`config.mk`:
```
export PLATFORM = sky130hd
export DESIGN_NAME = psec_spi_regbank_flat
export DESIGN_NICKNAME = d
export VERILOG_FILES = /design/src/rtl/psec_spi_pkg.sv /design/src/rtl/psec_spi_regbank_if.sv /design/src/rtl/psec_spi_shifter.sv /design/src/rtl/psec_spi_regbank.sv /design/src/flat_wrapper.sv
export SDC_FILE = /design/constraint.sdc
export NUM_CORES = 1
export LEC_CHECK = 0
export CORE_MARGIN = 2
export CORE_UTILIZATION = 25
export CTS_BUF_LIST = sky130_fd_sc_hd__clkbuf_4 sky130_fd_sc_hd__clkbuf_8
export DETAILED_ROUTE_END_ITERATION = 16
export HOLD_SLACK_MARGIN = 0.08
export PLACE_DENSITY = 0.43
export RECOVER_POWER = 100
export SLEW_MARGIN = 10
export SYNTH_ARGS = -nofsm -noshare
export SYNTH_HDL_FRONTEND = slang
export SYNTH_SLANG_ARGS = --single-unit
```
`constraint.sdc`:
```
create_clock -name spi_clk -period 8 [get_ports spi_clk]
set_clock_uncertainty 0.2 [all_clocks]
set_input_delay 2 -clock spi_clk [delete_from_list [all_inputs] [get_ports spi_clk]]
set_output_delay 2 -clock spi_clk [all_outputs]
set_load 0.01 [all_outputs]
```
`src/rtl/psec_spi_pkg.sv`:
```
// psec_spi_pkg: shared FSM state type, command layout and address helper for the SPI register bank
package psec_spi_pkg;
  typedef enum logic [1:0] {IDLE, CMD, WDATA, RDATA} spi_state_t;
  localparam int CMD_RW_BIT = 7;
  // Read/write registers start at address 1, so register index is address minus one
  function automatic int addr_to_idx(input logic [6:0] a);
    return int'(a) - 1;
  endfunction
endpackage

```
`src/rtl/psec_spi_regbank_if.sv`:
```
// psec_spi_regbank_if: SPI pad pins (csb frame select, pico data in, poci_spi data out); master drives csb/pico
interface psec_spi_regbank_if;
  logic csb;
  logic pico;
  logic poci_spi;
  modport master(output csb, pico, input poci_spi);
  modport slave(input csb, pico, output poci_spi);
endinterface

```
`src/rtl/psec_spi_shifter.sv`:
```
// psec_spi_shifter: rx/tx byte shifters and bit counter; ports clk, rst, active (csb low), pico, load/load_data (tx reload), byte_done, rx_byte, bit_cnt, poci
module psec_spi_shifter (
  input  logic       clk,
  input  logic       rst,
  input  logic       active,
  input  logic       pico,
  input  logic       load,
  input  logic [7:0] load_data,
  output logic       byte_done,
  output logic [7:0] rx_byte,
  output logic [2:0] bit_cnt,
  output logic       poci
);
  logic [6:0] rx;
  logic [7:0] tx;
  // rx_byte includes the bit arriving this edge so the top can act on the 8th-bit edge
  assign rx_byte   = {rx, pico};
  assign byte_done = active && bit_cnt == 3'd7;
  assign poci      = tx[7];
  always_ff @(posedge clk) begin
    if (rst) begin
      rx      <= '0;
      tx      <= '0;
      bit_cnt <= '0;
    end else if (!active) begin
      tx      <= '0;
      bit_cnt <= '0;
    end else begin
      rx      <= rx_byte[6:0];
      bit_cnt <= bit_cnt + 3'd1;
      tx      <= load ? load_data : {tx[6:0], 1'b0};
    end
  end
endmodule

```
`src/rtl/psec_spi_regbank.sv`:
```
// psec_spi_regbank: SPI slave register bank; ports spi_clk, rst, spi (csb/pico/poci_spi), status_in, cfg_regs, inst_pulse, wr_strobe
module psec_spi_regbank
  import psec_spi_pkg::*;
#(
  parameter int                    ADDR_W  = 7,
  parameter int                    NUM_RW  = 16,
  parameter logic [NUM_RW*8-1:0]   RW_RST  = '0,
  parameter int                    INST_W  = 8,
  parameter int                    STAT_W  = 8,
  parameter logic [7:0]            CHIP_ID = 8'hC6
) (
  input  logic                spi_clk,
  input  logic                rst,
  psec_spi_regbank_if.slave   spi,
  input  logic [STAT_W-1:0]   status_in,
  output logic [NUM_RW*8-1:0] cfg_regs,
  output logic [INST_W-1:0]   inst_pulse,
  output logic [NUM_RW-1:0]   wr_strobe
);
  localparam logic [ADDR_W-1:0] LAST_RW   = ADDR_W'(NUM_RW);
  localparam logic [ADDR_W-1:0] INST_ADDR = ADDR_W'(NUM_RW + 1);
  localparam logic [ADDR_W-1:0] STAT_ADDR = ADDR_W'(NUM_RW + 2);
  localparam logic [ADDR_W-1:0] ERR_ADDR  = ADDR_W'(NUM_RW + 3);
  spi_state_t        state, state_n;
  logic [ADDR_W-1:0] addr, rd_addr;
  logic [7:0]        err_cnt, rdata, rx_byte;
  logic [2:0]        bit_cnt;
  logic              byte_done, load, poci, wr, frame_err;
  psec_spi_shifter u_shift (
    .clk(spi_clk), .rst, .active(!spi.csb), .pico(spi.pico), .load, .load_data(rdata),
    .byte_done, .rx_byte, .bit_cnt, .poci
  );
  assign spi.poci_spi = state == RDATA && poci;
  assign wr           = byte_done && state == WDATA;
  assign frame_err    = spi.csb && state != IDLE && bit_cnt != 3'd0;
  // tx reloads at the end of a read command and at the end of every read data byte
  assign load         = byte_done && ((state == CMD && !rx_byte[CMD_RW_BIT]) || state == RDATA);
  assign rd_addr      = state == CMD ? rx_byte[ADDR_W-1:0] : addr + 1'b1;
  assign state_n = spi.csb ? IDLE :
                   state == IDLE ? CMD :
                   (state == CMD && byte_done) ? (rx_byte[CMD_RW_BIT] ? WDATA : RDATA) : state;
  always_comb begin
    rdata = 8'h00;
    if (rd_addr == '0) rdata = CHIP_ID;
    else if (rd_addr <= LAST_RW) rdata = cfg_regs[addr_to_idx(rd_addr)*8 +: 8];
    else if (rd_addr == STAT_ADDR) rdata = 8'(status_in);
    else if (rd_addr == ERR_ADDR) rdata = err_cnt;
  end
  always_ff @(posedge spi_clk) begin
    if (rst) begin
      state      <= IDLE;
      addr       <= '0;
      cfg_regs   <= RW_RST;
      inst_pulse <= '0;
      wr_strobe  <= '0;
      err_cnt    <= '0;
    end else begin
      state      <= state_n;
      inst_pulse <= '0;
      wr_strobe  <= '0;
      if (byte_done && state == CMD) addr <= rx_byte[ADDR_W-1:0];
      else if (byte_done && state != IDLE) addr <= addr + 1'b1;
      if (wr && addr != '0 && addr <= LAST_RW) begin
        cfg_regs[addr_to_idx(addr)*8 +: 8] <= rx_byte;
        wr_strobe[addr_to_idx(addr)]       <= 1'b1;
      end
      if (wr && addr == INST_ADDR) inst_pulse <= rx_byte[INST_W-1:0];
      if (wr && addr == ERR_ADDR) err_cnt <= '0;
      else if (frame_err && err_cnt != 8'hFF) err_cnt <= err_cnt + 8'd1;
    end
  end
endmodule

```
`src/flat_wrapper.sv`:
```
// flat-port wrapper written by rule: the top's interface ports become plain ports
module psec_spi_regbank_flat import psec_spi_pkg::*;
#(
  parameter int                    ADDR_W  = 7,
  parameter int                    NUM_RW  = 16,
  parameter logic [NUM_RW*8-1:0]   RW_RST  = '0,
  parameter int                    INST_W  = 8,
  parameter int                    STAT_W  = 8,
  parameter logic [7:0]            CHIP_ID = 8'hC6
)
  (spi_clk, rst, status_in, cfg_regs, inst_pulse, wr_strobe, spi_csb, spi_pico, spi_poci_spi);
  psec_spi_regbank_if spi_i ();
  input  logic spi_clk;
  input  logic rst;
  input  logic [STAT_W-1:0] status_in;
  output logic [NUM_RW*8-1:0] cfg_regs;
  output logic [INST_W-1:0] inst_pulse;
  output logic [NUM_RW-1:0] wr_strobe;
  input wire logic [$bits(spi_i.csb)-1:0] spi_csb;
  input wire logic [$bits(spi_i.pico)-1:0] spi_pico;
  output wire logic [$bits(spi_i.poci_spi)-1:0] spi_poci_spi;
  assign spi_i.csb = spi_csb;
  assign spi_i.pico = spi_pico;
  assign spi_poci_spi = spi_i.poci_spi;
  psec_spi_regbank #(.ADDR_W(ADDR_W), .NUM_RW(NUM_RW), .RW_RST(RW_RST), .INST_W(INST_W), .STAT_W(STAT_W), .CHIP_ID(CHIP_ID)) u_core (.spi_clk(spi_clk), .rst(rst), .spi(spi_i), .status_in(status_in), .cfg_regs(cfg_regs), .inst_pulse(inst_pulse), .wr_strobe(wr_strobe));
endmodule
```
# [Yosys cells after proc, flatten, opt, wreduce, memory -nomap -nowiden]
# Cells that the tools add are included.
[word_totals] romBits=0 memories=0 wordCells=81 latchBits=0 output_inout_bits=153 ramBits=0 regBits=187
[op_classes] muxes=14 reduce_logical=31 magnitude_cmp=4 n_bitwise=3 shifts=3 n_mul=0 addsub=6 n_eq_ne=9 div_mod_pow=0
[op_table] op="$bwmux W128" n=1
[op_table] op="$shift A8 B33 Y128 const A" n=1
[op_table] op="$shiftx A128 B32 Y8" n=1
[op_table] op="$shiftx A8 B33 Y128" n=1
[op_table] op="$mux W8" n=5
[op_table] op="$neg A32 Y33" n=1
[op_table] op="$ge A32 B1 Y1 const B" n=1
[op_table] op="$lt A32 B6 Y1 const B" n=1
[op_table] op="$eq A7 B5 Y1 const B" n=4
[op_table] op="$mux W7" n=3
[op_table] op="$sub A7 B1 Y8 const B" n=2
[op_table] op="$logic_and A1 B1 Y1" n=15
[op_table] op="$le A7 B5 Y1 const B" n=2
[op_table] op="$add A8 B1 Y8 const B" n=1
[op_table] op="$ne A8 B8 Y1 const B" n=1
[op_table] op="$reduce_or A2 Y1" n=4
[op_table] op="$add A7 B1 Y7 const B" n=1
[op_table] op="$logic_not A7 Y1" n=1
[op_table] op="$reduce_bool A7 Y1" n=1
[op_table] op="$reduce_bool A2 Y1" n=3
[op_table] op="$demux W1 S4" n=1
[op_table] op="$eq A2 B2 Y1 const B" n=2
[op_table] op="$mux W1" n=4
[op_table] op="$reduce_or A4 Y1" n=1
[op_table] op="9 further kinds" n=12

# [Logic depth before layout (Yosys ltp)]
# Gate-level depths: netlist (run 1).
[depth] depth_word=8 ltp_mapped=21 depth_no_buf=17

# [Hierarchy]
# From an unflattened synthesis (run 1), not the netlist that was laid out.
[hier_totals] hier_cells=986 area_unflattened_um2=9313.9
[modules_own_cells] module="psec_spi_regbank" seq_area_each_um2=3383.2 n_inst=1 cells_each=924 area_each_um2=8622.0
[modules_own_cells] module="psec_spi_shifter" seq_area_each_um2=360.3 n_inst=1 cells_each=62 area_each_um2=691.9

# [Worst setup path before layout (run 1)]
# No wires, ideal clock.
[synth_path] kind="reg2reg" start="register u_core.addr[0]" end="register u_core.cfg_regs[104]" path_slack_ns=2.725 path_stages_with_launch=22 arrival_ns=5.003 path_buffers=4 setup_ns=0.073 path_cell_list="dfxtp_1 > buf_2 > buf_2 > inv_1 > ha_1 > buf_2 > o21bai_1 > a211o_1 > a21oi_2 > nand2_1 > nor2_1 > nand3_1 > ha_1 > or4bb_1 > nor3_1 > o31ai_1 > a2111oi_2 > nand4b_4 > or3_1 > buf_4 > nor2_8 > mux2i_1"
[synth_via] elab_chain_cells=4 word_cells_on_any_way=9
[synth_rtl] item="start: declaration" line="psec_spi_regbank.sv:25" rtl="logic [ADDR_W-1:0] addr, rd_addr;"
[synth_rtl] item="start signal: assignment" line="psec_spi_regbank.sv:61" rtl="if (byte_done && state == CMD) addr <= rx_byte[ADDR_W-1:0];"
[synth_rtl] item="start signal: assignment" line="psec_spi_regbank.sv:62" rtl="else if (byte_done && state != IDLE) addr <= addr + 1'b1;"
[synth_rtl] item="$sub A7 B1 Y8" line="psec_spi_pkg.sv:7" rtl="return int'(a) - 1;"
[synth_rtl] item="$neg A32 Y33" line="psec_spi_regbank.sv:64" rtl="cfg_regs[addr_to_idx(addr)*8 +: 8] <= rx_byte;"
[synth_rtl] item="$shiftx A8 B33 Y128 or $shift A8 B33 Y128 (tied branches)" line="psec_spi_regbank.sv:64"
[synth_rtl] item="$bwmux W128" line="psec_spi_regbank.sv:64"
[synth_rtl] item="end signal: indexed assignment" line="psec_spi_regbank.sv:64"
[synth_rtl] item="end: declaration" line="psec_spi_regbank.sv:16" rtl="output logic [NUM_RW*8-1:0] cfg_regs,"
# Several ways; a longest one is shown, not always the timed one.
# A chain may end at the register's enable or synchronous reset.

# [Worst setup path in the final report (run 1)]
[layout_path] start="register u_core.addr[1]" end="register u_core.cfg_regs[36]"
# The elaborated chain is that of the path after synthesis.

==> key figures, run 1 <==
Outcome
  • Outcome: finished with violations
  • Failing checks: capacitance limit, slew limit

Detailed routing
  • WL met3: 1.34 mm
  • Final ANT Viol Nets: 0
  • Top Layer Used: met4
  • Post-Route WL: 36.5 mm
  • Via count: 8019
  • Met1 Routed Length: 17.1 mm
  • Routed wl met2: 17.2 mm
  • DRC violation count after routing: 0
  • DRT iter0 DRCs: 589
  • WL/cell: 21.8 microns
  • Initial DRT Pass Iterations: 5
  • Vias per cell: 4.78

Clocking
  • Num CTS Buffers: 17
  • H-tree Lvls: 4
  • Hold buffer count at CTS: 0
  • Longest Clk Path Bufs: 2
  • Clock Pin Slew Worst Setup and Hold Paths: 110 ps
  • Setup Fix Bufs, Post-CTS: 0
  • CTS Root Cell: clkbuf_8
  • Clk_lat worst skew: 510 ps
  • Cts repair resizes: 0
  • Clk sink count: 187
  • CTS tree: yes

Floorplanning
  • FP Rows: 73
  • Die Y: 203 microns
  • I/O pin cnt: 165
  • Starting Density: 0.252
  • Core area: 39500 sq um
  • Die area: 41300 sq um
  • Die W: 203 microns

Pwr
  • Sequential share of power: 0.554
  • Clock share of power: 0.402
  • Internal power: 1.23 mW
  • Switching share of power: 0.273
  • Net Sw Power: 462 uW
  • Combinational power share: 0.044
  • PwrDens: 136 nW/um^2
  • Peak VDD IR: 99.7 uV
  • P_leak: 4.64 nW

Critical path
  • CP peak stage delay: 850 ps
  • Crit. End Element: flop
  • RR Endpoint: u_core.cfg_regs[36]$_SDFFE_PP0P_
  • Critical path fanouts, max: 13
  • Critical path data required time: 8230 ps
  • Critical-path top delay cell: nor2_1
  • Worst setup path start: u_core.addr[1]$_SDFFE_PP0P_
  • Worst setup path category: reg2reg
  • R2R setup slack: 1330 ps
  • Reg2reg path depth: 17
  • Critical path arrival: 6900 ps
  • CP Cell Sequence: inv_1, ha_1, o21bai_1, a211o_1, a21oi_1, nand2_1, nor2_1, nand3_1, ha_1, or4b_1, nor3_1, o31ai_1, a2111oi_0, nand4b_4, nand3b_1, nor2_1, mux2i_1
  • CP Launch Type: flop
  • Crit Reg-Reg Startpoint: u_core.addr[1]$_SDFFE_PP0P_

Synthesis
  • Largest family of logic cells by synthesized area: simple AND/OR/NAND/NOR gates
  • Adder-Cell Fraction of Synth Area: 0.0252
  • Simple-gate portion of the synthesized area: 0.239
  • XOR/XNOR Fraction of Synth Area: 0.0228
  • Mapped Nets: 1041
  • Syn Std Cell Area: 9930 sq um
  • Post-synth EDFFs: 0
  • Synthesized instance count: 1009
  • Top_reg_cell synth: dfxtp_1
  • Fraction of the yosys area taken by sequential cells: 0.377
  • Synth unique cells: 77
  • Synthesis-stage register bit count: 187
  • Syn. warnings: 0
  • Post-synthesis compound-gate area fraction: 0.0795
  • Mux contribution to synthesized area: 0.222
  • Mapped Avg Cell Area: 9.85 sq um
  • Synth async-reset ratio: 0

Place
  • Port bufs: 164
  • DP Area: 12000 sq um
  • GPL Wtd Cong: 0.810
  • DP Cell Count: 1644
  • HPWL Detailed: 25.8 mm

Finish
  • Final net count: 1170
  • Final Instance Count excl. Fillers: 1676
  • Layout cells sized above 1: 0.0999
  • Synthesis-to-finish area growth: 24.7%
  • Antenna diode count: 0
  • Fin area: 12400 sq um

STA
  • RSZ-0062 raised after global routing: false
  • Relative slew slack: -1.08
  • Max Fclk: 150 MHz
  • Max-slew violations: 79
  • Setup TNS: 0 ps
  • Slew @ Worst Pin: 3120 ps
  • Endpoints failing hold: 0
  • Period minus WS final: 6670 ps
  • Setup Viol. Count Final: 0
  • Hold_ws: 261 ps
  • Final worst path period share: 0.834

Global routing
  • Total GRT Usage: 0.177
  • Initial antenna violation count: 1
  • GRT overflow: 0
  • Vias in the first global route: 7877
  • Pin count of the biggest net entering global routing: 79
  • Global-route wire length before repair: 53.7 mm

Min path
  • Hold Path Stages: 1
  • Min-delay worst type: reg2reg
  • Hold endpoint: u_core.u_shift.bit_cnt[0]$_SDFF_PP0_
  • HP Start: u_core.u_shift.bit_cnt[0]$_SDFF_PP0_

Flow run
  • MaxCap Viol Count: 1
## layout by cell type (no fill, tap or decap), types with 4 or more instances in the layout
| cell type | instances |
|---|---|
| xor2_1 | 11 |
| nand3_1 | 28 |
| buf_4 | 9 |
| nor2_4 | 4 |
| nand2b_1 | 129 |
| o21ai_1 | 7 |
| and3_1 | 9 |
| dfxtp_1 | 187 |
| o2111a_1 | 4 |
| nor2_8 | 9 |
| mux2i_1 | 133 |
| inv_1 | 13 |
| a31oi_1 | 5 |
| and2_0 | 8 |
| clkbuf_8 | 17 |
| o21ai_0 | 20 |
| nor2_1 | 68 |
| nor3_2 | 7 |
| inv_8 | 5 |
| ha_1 | 20 |
| and2_1 | 5 |
| a2111oi_0 | 4 |
| nand4_1 | 7 |
| xnor2_1 | 12 |
| mux4_2 | 35 |
| a21o_1 | 5 |
| a21oi_1 | 42 |
| nor3_1 | 10 |
| clkdlybuf4s50_1 | 9 |
| dlygate4sd3_1 | 154 |
| nand2_1 | 86 |
| or3_1 | 9 |
| mux2_2 | 5 |
| nor2b_1 | 4 |
| o211ai_1 | 5 |
## metal layers
metal | up-vias | GRT usage
li1 | 3815 | -
met1 | 3974 | 0.239
met2 | 196 | 0.287
met3 | 34 | 0.0273
met4 | 0 | 0.0589
met5 | - | 0
## final cells by class
| cell class | instances | area, sq um |
|---|---|---|
| Tap cell | 525 | 657 |
| Sequential cell | 187 | 3740 |
| Fill cell | 4169 | 27100 |
| Clock buffer | 17 | 234 |
| Inverter | 14 | 52.6 |
| Multi-Input combinational cell | 743 | 5810 |
| Clock inverter | 15 | 176 |
| Timing Repair Buffer | 175 | 1710 |
## per-stage QoR
step                power [mW]  setup WS [ps]  utilization
detailed placement        1.03           1910        0.305
finish                    1.69           1330        0.314
global route              1.75            804        0.314
CTS                       1.72           1990        0.315
global placement          1.03           2040        0.305
floorplan                 1.01           2720            -
## power groups by stage
| stage | clock network, mW | logic, mW | registers (mW) |
|---|---|---|---|
| finish | 0.679 | 0.0744 | 0.935 |
| global route | 0.736 | 0.0800 | 0.936 |
| CTS | 0.709 | 0.0752 | 0.935 |
| detailed placement | 0 | 0.0752 | 0.956 |
| global placement | 0 | 0.0749 | 0.956 |
| floorplan | 0 | 0.0515 | 0.954 |
## flip-flops by register name, indices dropped and copies added, names as in the netlist
name                    flops
u_core.u_shift.rx           7
u_core.cfg_regs           128
u_core.inst_pulse           8
u_core.wr_strobe           16
u_core.state                2
u_core.u_shift.tx           8
u_core.err_cnt              8
u_core.addr                 7
u_core.u_shift.bit_cnt      3
## cell usage after synthesis, drive strengths merged (3+ instances only)
| library cell | n | area (sq um) |
|---|---|---|
| a21o | 5 | 37.5 |
| nor4 | 4 | 40.0 |
| a21oi | 42 | 214 |
| ha | 20 | 250 |
| o2111a | 4 | 45.0 |
| or3 | 9 | 56.3 |
| clkbuf | 42 | 159 |
| nand2 | 86 | 323 |
| nor2b | 4 | 25.0 |
| and3 | 9 | 56.3 |
| nand2b | 129 | 807 |
| mux4 | 35 | 788 |
| nor2 | 81 | 488 |
| a31oi | 5 | 31.3 |
| dfxtp | 187 | 3740 |
| nor3 | 18 | 131 |
| inv | 14 | 52.6 |
| o21ai | 28 | 140 |
| mux2 | 6 | 67.6 |
| nand4 | 7 | 43.8 |
| xnor2 | 14 | 130 |
| nand3 | 28 | 140 |
| o211ai | 5 | 37.5 |
| a2111oi | 4 | 60.1 |
| and2 | 13 | 81.3 |
| mux2i | 134 | 1350 |
| o31ai | 3 | 36.3 |
| buf | 23 | 135 |
| or3b | 3 | 26.3 |
| xor2 | 11 | 96.3 |
## worst max-delay path, delay by kind of cell (launching register included)
kind,cells,cell delay (ps)
compound gates,5,1740
fa+ha+maj,2,690
mux,1,270
flops,1,670
simple gates,8,2800
buf+inv,1,220
## cell families after synthesis
| kind of cell | Yosys count |
|---|---|
| DFF | 187 |
| buffers and inverters | 79 |
| adders and majority gates | 20 |
| AOI/OAI and AO/OA | 117 |
| xor gates and xnor gates | 25 |
| muxes | 175 |
| and+or+nand+nor | 406 |
## how the worst max path moves through the flow
stage | end
finish | u_core.cfg_regs[36]$_SDFFE_PP0P_
global route | u_core.cfg_regs[36]$_SDFFE_PP0P_
CTS | u_core.cfg_regs[82]$_SDFFE_PP0P_
detailed placement | u_core.u_shift.tx[0]$_SDFF_PP0_
global placement | u_core.u_shift.tx[0]$_SDFF_PP0_
floorplan | u_core.cfg_regs[104]$_SDFFE_PP0P_
Power figures use the tool's default switching activity.
==> run 2: changes to the inputs <==
Settings changed: PLACE_DENSITY 0.43 to 0.44.
Clock period 8 ns to 5.4 ns, I/O delays scaled along.
==> run 2 against run 1 <==
The flow still finishes with violations (capacitance limit, slew limit). Largest power group unchanged. Core utilization is 0.23 points higher. Final cell count up 0.89%. Cell area is 0.72% higher. Critical endpoint is now u_core.u_shift.tx[1]$_SDFF_PP0_. Worst setup slack worse by 990 ps.
==> key figures, run 2 (same netlist as run 1, synthesis figures left out) <==
Outcome
  • Outcome: finished with violations (unchanged)
  • Failing checks: capacitance limit, slew limit (unchanged)

Finish
  • Most common cell after layout, fill and taps aside: dfxtp_1 (unchanged)
  • Final net count: 1185 (was 1170)
  • Synthesis-to-finish area growth: 25.6% (was 24.7%)
  • Max FFs per register: 128 (unchanged)
  • Antenna diode count: 0 (unchanged)
  • Most frequent cells in the layout: dfxtp_1 (187), dlygate4sd3_1 (154), mux2i_1 (133), nand2b_1 (129), nand2_1 (86) (unchanged)
  • Fin area: 12500 sq um (was 12400 sq um)
  • Register bank with the most flops: u_core.cfg_regs (unchanged)
  • Post-Route Utilization: 0.316 (was 0.314)
  • Layout cells sized above 1: 0.113 (was 0.0999)
  • Top Registers: u_core.cfg_regs x128, u_core.wr_strobe x16 (unchanged)

Min path
  • Min-delay worst type: reg2reg (unchanged)

Floorplanning
  • Die W: 203 microns (unchanged)
  • FP Rows: 73 (unchanged)
  • Starting Density: 0.252 (unchanged)
  • Die area: 41300 sq um (unchanged)
  • Core area: 39500 sq um (unchanged)
  • Die Y: 203 microns (unchanged)
  • I/O pin cnt: 165 (unchanged)

Critical path
  • R2R setup slack: 440 ps (was 1330 ps)
  • Reg2reg path depth: 17 (unchanged)
  • Worst setup path start: spi_pico (was u_core.addr[1]$_SDFFE_PP0P_)
  • Critical path data required time: 5650 ps (was 8230 ps)
  • Crit Reg-Reg Startpoint: u_core.addr[1]$_SDFFE_PP0P_ (unchanged)
  • Worst setup path category: in2reg (was reg2reg)
  • Crit. End Element: flop (unchanged)
  • RR Endpoint: u_core.cfg_regs[7]$_SDFFE_PP0P_ (was u_core.cfg_regs[36]$_SDFFE_PP0P_)
  • CP Cell Sequence: clkdlybuf4s50_1, o21a_1, inv_1, ha_1, xnor2_2, clkbuf_2, mux2i_1, mux2_1, o21ai_1, o2111a_1 (was inv_1, ha_1, o21bai_1, a211o_1, a21oi_1, nand2_1, nor2_1, nand3_1, ha_1, or4b_1, nor3_1, o31ai_1, a2111oi_0, nand4b_4, nand3b_1, nor2_1, mux2i_1)
  • Critical-path top delay cell: o21a_1 (was nor2_1)
  • Critical path fanouts, max: 13 (unchanged)
  • Worst Setup EP: u_core.u_shift.tx[1]$_SDFF_PP0_ (was u_core.cfg_regs[36]$_SDFFE_PP0P_)
  • Critical path arrival: 5310 ps (was 6900 ps)
  • CP Launch Type: primary input (was flop)
  • CP peak stage delay: 710 ps (was 850 ps)

STA
  • Hold_ws: 259 ps (was 261 ps)
  • Setup TNS: 0 ps (unchanged)
  • Endpoints failing hold: 0 (unchanged)
  • Final worst path period share: 0.937
  • Relative slew slack: -0.910 (was -1.08)
  • Setup Viol. Count Final: 0 (unchanged)
  • Max Fclk: 198 MHz
  • Period minus WS final: 5060 ps
  • Max-slew violations: 72 (was 79)
  • RSZ-0062 raised after global routing: false (unchanged)
  • Slew @ Worst Pin: 2860 ps (was 3120 ps)

Detailed routing
  • WL/cell: 21.3 microns (was 21.8 microns)
  • Final ANT Viol Nets: 0 (unchanged)
  • DRT iter0 DRCs: 429 (was 589)
  • Post-Route WL: 36.0 mm (was 36.5 mm)
  • DRC violation count after routing: 0 (unchanged)
  • Initial DRT Pass Iterations: 5 (unchanged)
  • Via count: 7992 (was 8019)
  • Vias per cell: 4.73 (was 4.78)

Pwr
  • P_leak: 4.65 nW (was 4.64 nW)
  • Overall power: 2.45 mW (was 1.69 mW)
  • PwrDens: 196 nW/um^2 (was 136 nW/um^2)
  • Peak VDD IR: 150 uV (was 99.7 uV)

Clocking
  • CTS tree: yes (unchanged)
  • Clk sink count: 187 (unchanged)
  • Num CTS Buffers: 17 (unchanged)
  • Clk_lat worst skew: 510 ps (about the same)
  • H-tree Lvls: 4 (unchanged)
  • Clock Pin Slew Worst Setup and Hold Paths: 100 ps (was 110 ps)
  • CTS Root Cell: clkbuf_8 (unchanged)
  • Longest Clk Path Bufs: 2 (unchanged)

Place
  • GPL Wtd Cong: 0.775 (was 0.810)
  • DP Area: 12100 sq um (was 12000 sq um)
  • HPWL Detailed: 25.9 mm (was 25.8 mm)
  • Port bufs: 164 (unchanged)

Global routing
  • Initial antenna violation count: 0 (was 1)
  • Pin count of the biggest net entering global routing: 82 (was 79)
  • Total GRT Usage: 0.177 (about the same)
  • Vias in the first global route: 8125 (was 7877)
  • Global-route wire length before repair: 53.9 mm (was 53.7 mm)
  • GRT overflow: 0 (unchanged)

Flow run
  • MaxCap Viol Count: 1 (unchanged)
[run 2: how the worst min path moves through the flow]
stage                                               from                                    to  slack [ps]  cells past startpoint
finish              u_core.u_shift.bit_cnt[0]$_SDFF_PP0_  u_core.u_shift.bit_cnt[0]$_SDFF_PP0_         260                      1
global route        u_core.u_shift.bit_cnt[0]$_SDFF_PP0_  u_core.u_shift.bit_cnt[0]$_SDFF_PP0_         320                      1
CTS                 u_core.u_shift.bit_cnt[0]$_SDFF_PP0_  u_core.u_shift.bit_cnt[0]$_SDFF_PP0_         260                      1
detailed placement  u_core.u_shift.bit_cnt[0]$_SDFF_PP0_  u_core.u_shift.bit_cnt[0]$_SDFF_PP0_         240                      1
global placement    u_core.u_shift.bit_cnt[0]$_SDFF_PP0_  u_core.u_shift.bit_cnt[0]$_SDFF_PP0_         230                      1
floorplan           u_core.u_shift.bit_cnt[0]$_SDFF_PP0_  u_core.u_shift.bit_cnt[0]$_SDFF_PP0_         220                      1
[run 2: timing repair]
item,in CTS,in global routing
resized for setup,0,2
hold buffers,0,0
setup endpoints to repair,0,35
setup buffers,0,1
[run 2: metrics by stage]
stage | cells | setup WS [ps]
global placement | 1658 | 404
floorplan | 1009 | 125
CTS | 1690 | 303
global route | 1691 | 72.8
detailed placement | 1658 | 314
finish | 1691 | 338
[run 2: where the power goes]
part	internal, mW	switching [mW]
combinational	0.0473	0.0646
clock	0.349	0.600
sequential	1.38	0.00660
[run 2: layout make-up]
class                           instances  area (sq um)
Clock buffer                           18           248
Sequential cell                       187          3740
Multi-Input combinational cell        743          5800
Clock inverter                         14           135
Fill cell                            4138         27000
Tap cell                              525           657
Timing Repair Buffer                  190          1840
Inverter                               14          52.6
[run 2: critical path: cells and delay by family]
family / cells / cell delay, ps
adders and majority gates: 1 / 480
muxes: 2 / 560
xor gates and xnor gates: 1 / 180
buffers and inverters: 3 / 1660
AOI/OAI and AO/OA: 3 / 1070
[run 2: layer usage]
metal | vias up | GRT usage | part of all wire
met2 | 195 | 0.298 | 0.49
met5 | - | 0 | 0
met1 | 3908 | 0.229 | 0.45
met3 | 46 | 0.0276 | 0.035
met4 | 0 | 0.0623 | 0.025
li1 | 3843 | - | -
